--- src/rtl/prog_loader_if.sv ---
// Program-RAM load port between the serial loader and the CPU.
// The loader drives the write strobe, address, data and CPU reset.
interface prog_loader_if #(
  parameter int ADDR_W = 4,
  parameter int DATA_W = 8
) ();
  logic              prog;
  logic [ADDR_W-1:0] prog_addr;
  logic [DATA_W-1:0] prog_data;
  logic              cpu_reset;

  modport master (output prog, output prog_addr, output prog_data, output cpu_reset);
  modport slave  (input  prog, input  prog_addr, input  prog_data, input  cpu_reset);
endinterface

--- src/rtl/prog_loader.sv ---
// Serial (SPI mode 0, MSB first) program loader writing bytes into sequential CPU RAM
// addresses while holding the CPU in reset.
//
// state | meaning
// IDLE  | no session; waiting for a cs_n falling edge
// SHIFT | collecting bits of the current byte on sclk rising edges
// WRITE | one-cycle prog strobe for the assembled byte
// FULL  | RAM full; further bits only raise overrun
module prog_loader #(
  parameter int ADDR_W      = 4,
  parameter int DATA_W      = 8,
  parameter int SYNC_STAGES = 2
) (
  input  logic              clk,
  input  logic              reset_n,
  input  logic              cs_n,
  input  logic              sclk,
  input  logic              sdi,
  prog_loader_if.master     ram,
  output logic              busy,
  output logic [ADDR_W:0]   byte_count,
  output logic              overrun
);

  localparam int BC_W = (DATA_W > 2) ? $clog2(DATA_W) : 1;
  localparam logic [BC_W-1:0]   BIT_LAST = BC_W'(DATA_W - 1);
  localparam logic [ADDR_W-1:0] ADDR_MAX = '1;
  localparam logic [ADDR_W:0]   DEPTH    = (ADDR_W+1)'(2**ADDR_W);

  typedef enum logic [1:0] {IDLE, SHIFT, WRITE, FULL} state_t;

  state_t state, state_nx;

  logic [SYNC_STAGES-1:0] cs_sr, sclk_sr, sdi_sr;
  logic                   cs_prev, sclk_prev;
  logic                   cs_s, sclk_s, sdi_s;
  logic                   cs_fall, sclk_rise;

  logic [BC_W-1:0]   bit_cnt;
  logic [ADDR_W-1:0] addr_cnt;
  logic [DATA_W-1:0] shift_reg, shift_nx;
  logic              loaded;

  // Synchronizers reset to idle pin levels so release of reset never looks like an edge.
  always_ff @(posedge clk or negedge reset_n) begin
    if (!reset_n) begin
      cs_sr     <= '1;
      sclk_sr   <= '0;
      sdi_sr    <= '0;
      cs_prev   <= 1'b1;
      sclk_prev <= 1'b0;
    end else begin
      cs_sr     <= {cs_sr[SYNC_STAGES-2:0], cs_n};
      sclk_sr   <= {sclk_sr[SYNC_STAGES-2:0], sclk};
      sdi_sr    <= {sdi_sr[SYNC_STAGES-2:0], sdi};
      cs_prev   <= cs_s;
      sclk_prev <= sclk_s;
    end
  end

  assign cs_s      = cs_sr[SYNC_STAGES-1];
  assign sclk_s    = sclk_sr[SYNC_STAGES-1];
  assign sdi_s     = sdi_sr[SYNC_STAGES-1];
  assign cs_fall   = cs_prev & ~cs_s;
  assign sclk_rise = sclk_s & ~sclk_prev;
  assign shift_nx  = {shift_reg[DATA_W-2:0], sdi_s};

  always_ff @(posedge clk or negedge reset_n) begin
    if (!reset_n) state <= IDLE;
    else          state <= state_nx;
  end

  // cs_n high is tested as a level so a rise seen during WRITE is acted on one cycle later.
  always_comb begin
    state_nx = state;
    case (state)
      IDLE:  if (cs_fall) state_nx = SHIFT;
      SHIFT: begin
        if (cs_s)                                  state_nx = IDLE;
        else if (sclk_rise && bit_cnt == BIT_LAST) state_nx = WRITE;
      end
      WRITE: state_nx = (addr_cnt == ADDR_MAX) ? FULL : SHIFT;
      FULL:  if (cs_s) state_nx = IDLE;
      default: state_nx = IDLE;
    endcase
  end

  always_ff @(posedge clk or negedge reset_n) begin
    if (!reset_n) begin
      bit_cnt       <= '0;
      addr_cnt      <= '0;
      shift_reg     <= '0;
      byte_count    <= '0;
      overrun       <= 1'b0;
      loaded        <= 1'b0;
      busy          <= 1'b0;
      ram.prog      <= 1'b0;
      ram.prog_addr <= '0;
      ram.prog_data <= '0;
      ram.cpu_reset <= 1'b1;
    end else begin
      case (state)
        IDLE: begin
          if (cs_fall) begin
            bit_cnt    <= '0;
            addr_cnt   <= '0;
            byte_count <= '0;
            overrun    <= 1'b0;
          end
        end
        SHIFT: begin
          if (!cs_s && sclk_rise) begin
            shift_reg <= shift_nx;
            bit_cnt   <= bit_cnt + 1'b1;
            if (bit_cnt == BIT_LAST) begin
              ram.prog_addr <= addr_cnt;
              ram.prog_data <= shift_nx;
            end
          end
        end
        WRITE: begin
          bit_cnt <= '0;
          if (byte_count != DEPTH) byte_count <= byte_count + 1'b1;
          if (addr_cnt != ADDR_MAX) addr_cnt <= addr_cnt + 1'b1;
        end
        FULL: begin
          if (!cs_s && sclk_rise) overrun <= 1'b1;
        end
        default: ;
      endcase

      if (state != IDLE && state_nx == IDLE) loaded <= 1'b1;
      busy          <= (state_nx != IDLE);
      ram.prog      <= (state_nx == WRITE);
      ram.cpu_reset <= (state != IDLE) || (state_nx != IDLE) || !loaded;
    end
  end

endmodule
--- src/flat_wrapper.sv ---
// flat-port wrapper written by rule: the top's interface ports become plain ports
module prog_loader_flat 
#(
  parameter int ADDR_W      = 4,
  parameter int DATA_W      = 8,
  parameter int SYNC_STAGES = 2
)
  (clk, reset_n, cs_n, sclk, sdi, busy, byte_count, overrun, ram_prog, ram_prog_addr, ram_prog_data, ram_cpu_reset);
  prog_loader_if #(.ADDR_W(ADDR_W), .DATA_W(DATA_W)) ram_i ();
  input  logic clk;
  input  logic reset_n;
  input  logic cs_n;
  input  logic sclk;
  input  logic sdi;
  output logic busy;
  output logic [ADDR_W:0] byte_count;
  output logic overrun;
  output wire logic [$bits(ram_i.prog)-1:0] ram_prog;
  output wire logic [$bits(ram_i.prog_addr)-1:0] ram_prog_addr;
  output wire logic [$bits(ram_i.prog_data)-1:0] ram_prog_data;
  output wire logic [$bits(ram_i.cpu_reset)-1:0] ram_cpu_reset;
  assign ram_prog = ram_i.prog;
  assign ram_prog_addr = ram_i.prog_addr;
  assign ram_prog_data = ram_i.prog_data;
  assign ram_cpu_reset = ram_i.cpu_reset;
  prog_loader #(.ADDR_W(ADDR_W), .DATA_W(DATA_W), .SYNC_STAGES(SYNC_STAGES)) u_core (.clk(clk), .reset_n(reset_n), .cs_n(cs_n), .sclk(sclk), .sdi(sdi), .ram(ram_i), .busy(busy), .byte_count(byte_count), .overrun(overrun));
endmodule
--- config.mk ---
export PLATFORM = sky130hd
export DESIGN_NAME = prog_loader_flat
export DESIGN_NICKNAME = d
export VERILOG_FILES = /design/src/rtl/prog_loader_if.sv /design/src/rtl/prog_loader.sv /design/src/flat_wrapper.sv
export SDC_FILE = /design/constraint.sdc
export NUM_CORES = 1
export LEC_CHECK = 0
export CAP_MARGIN = 20
export CORE_ASPECT_RATIO = 1.1
export CORE_MARGIN = 2
export CORE_UTILIZATION = 55
export DETAILED_ROUTE_END_ITERATION = 8
export DONT_BUFFER_PORTS = 1
export PLACE_DENSITY = 0.7
export SETUP_SLACK_MARGIN = 0.1
export SLEW_MARGIN = 40
export SYNTH_ARGS = -nofsm -noshare
export SYNTH_HDL_FRONTEND = slang
export SYNTH_SLANG_ARGS = --single-unit
--- constraint.sdc ---
create_clock -name clk -period 1.99 [get_ports clk]
set_input_delay 0.199 -clock clk [delete_from_list [all_inputs] [get_ports clk]]
set_output_delay 0.199 -clock clk [all_outputs]
set_load 0.01 [all_outputs]
[Word-level counts from Yosys, hierarchy flattened]
Cells that the tools add are included.
Word-level totals
  flip-flop bits (word level): 46
  bits of input ports: 5
  output and inout port bits: 21
  word-level logic and storage cells: 75
Operators by class
  add/subtract/negate cells: 3
  equal/unequal tests: 13
  multiplexer cells: 18
  bitwise logic cells: 4
  reductions and logical operators: 20
Operators by type and width (count)
  $reduce_and 3->1: 5
  $mux 2: 5
  $mux 5: 2
  $ne 2x1->1 const B: 5
  $pmux 5 s2: 1
  $pmux 3 s3: 1
  $mux 4: 2
  $pmux 2 s4: 1
  $pmux 4 s2: 1
  $reduce_bool 2->1: 4
  $eq 2x2->1 const B: 3
  $mux 3: 2
  $add 5x1->5 const B: 1
  $ne 5x5->1 const B: 1
  $add 4x1->4 const B: 1
  $eq 4x4->1 const B: 1
  $logic_not 2->1: 2
  $ne 4x4->1 const B: 1
  $add 3x1->3 const B: 1
  $eq 3x3->1 const B: 1
  $logic_and 1x1->1: 3
  $reduce_bool 3->1: 1
  $and 1x1->1: 2
  $eq 2x1->1 const B: 1
  other kinds (6): 10

[Depth between registers and ports, before layout]
Gate-level depths: netlist of the first run.
  word-level depth: 9
  gate-level depth with buffers: 6

[Worst setup path after synthesis of the first run]
OpenSTA, ideal clock, no wires.
  path type: flip-flop to flip-flop
  start point: reg u_core.addr_cnt[0]
  end point: reg u_core.addr_cnt[3]
  setup time: 0.140 ns
  data arrival time: 1.380 ns
  required time: 1.850 ns
  path slack: 0.470 ns
  stages on the path, launching flop included: 6
  buffers on the path: 0
  clock period less this slack: 1.520 ns
  cells stage by stage: dfrtp_1 > ha_1 > and4b_1 > and2_1 > o311ai_0 > o41ai_1
Between the ends
  longest elaborated chain between the ends: 3
RTL lines
  start, declared: line prog_loader.sv:40  | logic [ADDR_W-1:0] addr_cnt;
  start signal, assigned: line prog_loader.sv:124  | if (addr_cnt != ADDR_MAX) addr_cnt <= addr_cnt + 1'b1;
  $add 4x1->4 / $ne 4x4->1 (equally long branches): line prog_loader.sv:124
  $mux 4 / $ne 2x1->1 (equally long branches)
  $pmux 4 s2 / $reduce_and 3->1 (equally long branches)
Parallel ways exist; a longest one is shown, timed or not. The select of a mux whose other input is x is not followed.
A chain may end at the register's enable or synchronous reset.

[Worst setup path after layout of the first run]
  start point: reg u_core.state[1]
  end point: reg u_core.ram.prog_data[2]
Between the ends
  longest elaborated chain between the ends: 2
RTL lines
  start, declared: line prog_loader.sv:32  | state_t state, state_nx;
  start signal, assigned: line prog_loader.sv:70  | else state <= state_nx;
  $eq 2x1->1: line prog_loader.sv:102  | case (state)
  $reduce_and 3->1 (no line)
  end signal, assigned: line prog_loader.sv:117  | ram.prog_data <= shift_nx;
  end, declared: line prog_loader_if.sv:12  | modport master (output prog, output prog_addr, output prog_data, output cpu_reset);
No other way between the ends.

==> results of run 1 <==
-- metal layers --
metal	vias to the layer above	track usage, %	wire length (µm)
met4	0	7.500	72
met3	8	6.102	137
met2	23	27.99	1522
met1	548	22.60	1277
li1	509	-	-
met5	-	0	0
-- where the power goes --
group          leakage (nW)  switching, mW  total [mW]  internal (mW)
registers             0.602         0.0818        1.13           1.05
clock network        0.0374          0.297       0.560          0.263
logic                 0.340          0.138       0.273          0.135
total                 0.979          0.516        1.96           1.45
-- cell usage in the layout (no fill, tap or decap), types with 2 or more instances in the layout --
cell type	Yosys	routed
a211oi_1	2	2
a21oi_1	3	3
a22o_1	3	3
and2_1	2	2
buf_4	0	2
clkbuf_4	0	5
clkinvlp_4	0	2
dfrtp_1	42	42
dfstp_2	4	4
dlygate4sd3_1	0	4
ha_1	5	5
inv_1	6	6
mux2_2	14	14
mux2_4	7	7
nand2_1	6	6
nand2b_1	2	2
nand3_1	5	5
nor2_1	4	4
nor2b_1	2	2
o21ai_0	7	7
o41ai_1	2	2
xnor2_1	2	2
-- what timing repair did --
item                       in CTS  in global routing
setup buffers                   0                  0
hold buffers                    5                  0
setup endpoints to repair       0                  0
hold endpoints to repair       49                  0
-- final timing paths --
kind	end	cells after the start	start
worst max-delay path	u_core.ram.prog_data[2]$_DFFE_PN0P_	3	u_core.state[1]$_DFF_PN0_
worst min-delay path	u_core.ram.prog_addr[3]$_DFFE_PN0P_	2	reset_n
worst max register to register	u_core.ram.prog_data[2]$_DFFE_PN0P_	3	u_core.state[1]$_DFF_PN0_
worst min register to register	u_core.sdi_sr[1]$_DFF_PN0_	0	u_core.sdi_sr[0]$_DFF_PN0_
max in group asynchronous	u_core.ram.cpu_reset$_DFF_PN1_	2	reset_n
min in group clk	u_core.sdi_sr[1]$_DFF_PN0_	0	u_core.sdi_sr[0]$_DFF_PN0_
-- metrics by stage --
stage	worst slack (ns)	utilization (%)	cell area (µm²)	hold WS [ns]	instances
2_1_floorplan	0.4701	-	1892	-0.09659	138
3_3_place_gp	0.3733	58.14	1921	-0.09570	172
3_5_place_dp	0.3459	58.14	1921	-0.09563	172
4_1_cts	0.3165	62.69	2071	0.3078	185
5_1_grt	0.1580	62.69	2071	0.3371	185
6_report	0.3326	62.69	2071	0.3256	185
-- layout make-up --
cell class | instances | area [µm²]
clock buffers | 5 | 37.54
repair buffers | 7 | 82.58
well taps | 36 | 45.04
inverters | 7 | 26.28
flip-flops and latches | 46 | 1156
clock inverters | 3 | 45.04
fillers | 254 | 1232
multi-input cells | 81 | 678.2
-- cell families after synthesis --
logic type	count (synthesis)
xor gates and xnor gates	2
buffers and inverters	11
DFF	46
muxes	21
AOI/OAI and AO/OA	21
adders and majority gates	5
and+or+nand+nor	32
==> results.json, run 1 <==
{
  "largest_reg_flops": 8,
  "cts_made_buffers": 5,
  "synth_fp_nets": 148,
  "synthArstFlopShare_pct": 100.0,
  "drt_iter0_markers": 51,
  "max_freq_ghz": 0.6034,
  "cts_sinks": 46,
  "drc": 0,
  "wl_mm": 3.010,
  "worstSkewPairLatency_ns": 0.37,
  "end_kind": "flip-flop",
  "relSlewSlack_pct": 63.22,
  "hold_class": "in2async",
  "grt_max_degree": 47,
  "route.detailed.wl_per_inst_um": 16.27,
  "syn_to_final_growth_pct": 9.458,
  "period_share_pct": 83.29,
  "synth_xor_area_share_pct": 0.9259,
  "timing_hold_violations_final": 0,
  "synth-compound-area-share_pct": 7.341,
  "synthDominantCellAreaShare_pct": 55.56,
  "min_period_ns": 1.657,
  "crit_family": "simple AND/OR/NAND/NOR gates",
  "nNetsFinal": 158,
  "rrSetupSlack_ns": 0.33,
  "cp-start-kind": "flip-flop",
  "synthMuxAreaShare_pct": 13.89,
  "rsz0062_at_grt": "false",
  "clk_pin_slew_ns": 0.14,
  "clockBufferDepth": 2,
  "grt_pass1_wl_mm": 5.230,
  "p_total_mw": 1.965,
  "setup_tns_ns": 0,
  "yosys.area_share.simple_pct": 10.38,
  "die_y_um": 65.51,
  "status": "completed",
  "cts.root.buffer_cell": "clkbuf_4",
  "start_util_pct": 57.27,
  "rows": 22,
  "cts_tree": "done",
  "core-area_um2": 3303,
  "grt_pass1_vias": 1175,
  "synth.distinct_cells": 37,
  "synth_area_leaders": "dfrtp_1, mux2_2, dfstp_2",
  "yosys_register_bits": 46,
  "hpwl_mm": 2.088,
  "ctsResizeCount": 0,
  "vdd_drop_max_uv": 644.6,
  "cap_viol_max_count": 0,
  "antenna_found_initial": 0,
  "yosys_warnings": 0,
  "htreeDepth": 2,
  "worstPathCellList": "nor4_4 -> nand2_2 -> mux2_4",
  "finalClockSkew_ns": 0.01279,
  "grt-ovfl-total": 0,
  "synth_top_flop_cell": "dfrtp_1",
  "powerDensity_nw_per_um2": 948.8,
  "syn_area_per_cell_um2": 13.71,
  "arrival_ns": 1.93,
  "synth-adder-area-share_pct": 3.307,
  "netlist_area_um2": 1892,
  "die_x_um": 59.92,
  "yosys-top-cells-count": "dfrtp_1, mux2_2, mux2_4, o21ai_0",
  "synth_top_family_by_area": "multiplexers",
  "synth_edf_count": 0,
  "vias": 1088,
  "ios": 26,
  "synth_most_common_cell": "dfrtp_1",
  "dr.pass1.iters": 4,
  "n_antenna_cell": 0,
  "maxSlewViolCount": 0,
  "place_congestion": 0.8401,
  "crit_slowest_cell": "dfrtp_1",
  "ant_nets": 0,
  "required_ns": 2.26,
  "portBuffers": 0,
  "cp_num_buf_inv": 0,
  "worst-setup-path-type": "reg2reg",
  "fp.dieArea_um2": 3925,
  "viasPerCell": 5.881,
  "critPathMaxFanout": 15,
  "cp_slowest_stage_delay_ns": 0.52,
  "setup_viol": 0,
  "layout-drive-gt1-share_pct": 27.52,
  "yosysTopAreaCell": "dfrtp_1",
  "grtUsageTotal_pct": 17.96,
  "tightest_slew_ns": 0.5480,
  "syn_inst": 138,
  "p_leak_nw": 0.9789,
  "seq_area_frac_synth_pct": 61.11
}
Power figures use the tool's default switching activity.
==> inputs of run 2 (changes only) <==
--- a/config.mk
+++ b/config.mk
@@ -5,13 +5,14 @@
 export SDC_FILE = /design/constraint.sdc
 export NUM_CORES = 1
 export LEC_CHECK = 0
+export ABC_AREA = 1
 export CAP_MARGIN = 20
 export CORE_ASPECT_RATIO = 1.1
 export CORE_MARGIN = 2
 export CORE_UTILIZATION = 55
 export DETAILED_ROUTE_END_ITERATION = 8
 export DONT_BUFFER_PORTS = 1
-export PLACE_DENSITY = 0.7
+export PLACE_DENSITY = 0.73
 export SETUP_SLACK_MARGIN = 0.1
 export SLEW_MARGIN = 40
 export SYNTH_ARGS = -nofsm -noshare
==> constraint.sdc (replaced) <==
create_clock -name clk -period 1.3 [get_ports clk]
set_input_delay 0.13 -clock clk [delete_from_list [all_inputs] [get_ports clk]]
set_output_delay 0.13 -clock clk [all_outputs]
set_load 0.01 [all_outputs]
==> results.json, run 2 <==
{
  "cp_slowest_stage_delay_ns": 0.41,
  "grtUsageTotal_pct": 23.23,
  "fp.dieArea_um2": 3993,
  "yosysTopAreaCell": "dfrtp_1",
  "viasPerCell": 5.248,
  "setup_tns_ns": 0,
  "fin_util_pct": 74.11,
  "final_cell_mix": "nand2_1, dfrtp_1, buf_4",
  "dp_cells": 260,
  "required_ns": 1.56,
  "timing_hold_violations_final": 0,
  "drc": 0,
  "status": "completed",
  "seq_power_share_pct": 50.5,
  "combPwrFrac_pct": 17.4,
  "vdd_drop_max_uv": 1007,
  "p_total_mw": 3.414,
  "setup_viol": 0,
  "htreeDepth": 2,
  "p_int_mw": 2.494,
  "route.detailed.wl_per_inst_um": 14.41,
  "max_freq_ghz": 0.8041,
  "clk_pin_slew_ns": 0.13,
  "n_antenna_cell": 0,
  "period_share_pct": 95.66,
  "wl_mm": 4.122,
  "yosys-top-cells-count": "nand2_1, dfrtp_1, o21ai_0",
  "cp-start-kind": "flip-flop",
  "rsz0062_at_grt": "true",
  "critPathMaxFanout": 8,
  "maxSlewViolCount": 0,
  "die_x_um": 60.44,
  "start_util_pct": 57.38,
  "synthDominantCellAreaShare_pct": 54.55,
  "syn_inst": 204,
  "synth_area_leaders": "dfrtp_1, nand2_1, dfstp_2",
  "cap_viol_max_count": 0,
  "tightest_slew_ns": 0.2703,
  "path_common_cell": "nand2_1",
  "worstSkewPairLatency_ns": 0.37,
  "cts.root.buffer_cell": "clkbuf_4",
  "hpwl_mm": 2.625,
  "die_y_um": 66.08,
  "r2r-start": "u_core.bit_cnt[0]$_DFFE_PN0P_",
  "yosys_register_bits": 46,
  "crit_slowest_cell": "dfrtp_1",
  "synthArstFlopShare_pct": 100.0,
  "rows": 22,
  "fillers": 244,
  "min_period_ns": 1.244,
  "cts_tree": "done",
  "layout-drive-gt1-share_pct": 33.19,
  "portBuffers": 0,
  "worst-setup-path-type": "reg2reg",
  "synth.distinct_cells": 22,
  "ios": 26,
  "netlist_area_um2": 1927,
  "relSlewSlack_pct": 81.98,
  "end_kind": "flip-flop",
  "dr.pass1.iters": 4,
  "grt_max_degree": 47,
  "cts_made_buffers": 5,
  "rrSetupSlack_ns": 0.06,
  "nNetsFinal": 247,
  "yosys_warnings": 0,
  "multiInputGateArea_um2": 827.0,
  "syn_to_final_growth_pct": 29.16,
  "grt_pass1_vias": 1528,
  "dp_slack_ns": -0.04700,
  "seq_area_frac_synth_pct": 60.00,
  "p_sw_share_pct": 26.93,
  "grt_pass1_wl_mm": 6.720,
  "p_leak_nw": 1.249,
  "clockBufferDepth": 2,
  "antenna_found_initial": 0,
  "synth_edf_count": 0,
  "hold_class": "in2async",
  "core-area_um2": 3358,
  "drt_iter0_markers": 130,
  "worstPathCellList": "ha_2 -> ha_4 -> nand2_4 -> nor2_4 -> buf_6 -> nand2_1 -> nand2_1",
  "mostFrequentLayoutCell": "nand2_1",
  "p_switching_mw": 0.9193,
  "setup_slack_ns": 0.05638,
  "place_congestion": 0.8267,
  "vias": 1501,
  "ant_nets": 0,
  "clkPwrFrac_pct": 32.1,
  "reg2regPathDepth": 7,
  "syn_area_per_cell_um2": 9.445,
  "cts_sinks": 46,
  "r2r_end": "u_core.ram.prog_data[7]$_DFFE_PN0P_",
  "grt-ovfl-total": 0,
  "seq_area_um2": 1157,
  "arrival_ns": 1.51,
  "stdcell_count": 286,
  "synth_most_common_cell": "nand2_1",
  "synth_top_flop_cell": "dfrtp_1",
  "finalClockSkew_ns": 0.01674,
  "largest_reg_flops": 8,
  "powerDensity_nw_per_um2": 1372,
  "synth_fp_nets": 214
}
run 2: cell count changes after synthesis, moves of 5 or more:
cell | previous run | this run
mux2_4 | 7 | 0
nor2_1 | 4 | 9
inv_1 | 6 | 11
nand3_1 | 5 | 16
o21ai_0 | 7 | 19
nand2_1 | 6 | 73
mux2_2 | 14 | 0
run 2: power by group through the flow:
stage	combinational, mW	clock [mW]	sequential (mW)
3_3_place_gp	0.350	0	1.74
2_1_floorplan	0.273	0	1.71
6_report	0.593	1.10	1.72
3_5_place_dp	0.378	0	1.75
4_1_cts	0.490	1.12	1.72
5_1_grt	0.655	1.19	1.75
run 2: per-stage QoR:
stage	cell area (µm²)	hold WS, ns
finish	2489	0.2547
global route	2489	0.2534
CTS	2352	0.2502
detailed placement	2081	-0.1644
global placement	2081	-0.1645
floorplan	1942	-0.1656
run 2: metal layers:
layer	vias up	GRT usage (%)	routed length (µm)
met4	0	10.60	85
met5	-	0	0
met3	10	7.241	229
li1	726	-	-
met2	38	38.45	2176
met1	727	27.25	1629
run 2: final cells by class:
cell class	instances	area share, %
inverters	14	2.413
multi-input cells	142	33.23
clock buffers	6	2.061
clock inverters	2	2.413
repair buffers	28	10.96
flip-flops and latches	46	46.51
well taps	48	2.413
run 2: how the worst max path moves through the flow:
stage | slack (ns) | end | startpoint
2_1_floorplan | 0.10 | u_core.ram.prog_addr[1]$_DFFE_PN0P_ | u_core.bit_cnt[0]$_DFFE_PN0P_
3_3_place_gp | 0.03 | u_core.busy$_DFF_PN0_ | u_core.bit_cnt[0]$_DFFE_PN0P_
3_5_place_dp | -0.05 | u_core.busy$_DFF_PN0_ | u_core.bit_cnt[0]$_DFFE_PN0P_
4_1_cts | 0.04 | u_core.busy$_DFF_PN0_ | u_core.bit_cnt[0]$_DFFE_PN0P_
5_1_grt | -0.04 | u_core.ram.prog_data[5]$_DFFE_PN0P_ | u_core.bit_cnt[0]$_DFFE_PN0P_
6_report | 0.06 | u_core.ram.prog_data[7]$_DFFE_PN0P_ | u_core.bit_cnt[0]$_DFFE_PN0P_
run 2: what timing repair did:
item,in CTS,in global routing
hold buffers,5,0
hold endpoints to repair,49,0
pin swaps,6,9
setup buffers,6,6
gates cloned,0,1
resized for setup,16,38
setup endpoints to repair,30,36
run 2: logic make-up (layout without fill, tap and decap cells):
logic type / count (synthesis) / in the layout / share of synthesized area (%)
fa+ha+maj: 5 / 5 / 3.247
compound gates: 22 / 22 / 5.974
buf+inv: 17 / 50 / 3.701
xor+xnor: 1 / 1 / 0.4546
flops: 46 / 46 / 60.00
simple gates: 113 / 114 / 26.62
run 2: critical path: cells and delay by family (launching register included):
family                     cells  cell delay [ns]
buffers and inverters          1             0.14
adders and majority gates      2             0.36
DFF                            1             0.41
and+or+nand+nor                4             0.25
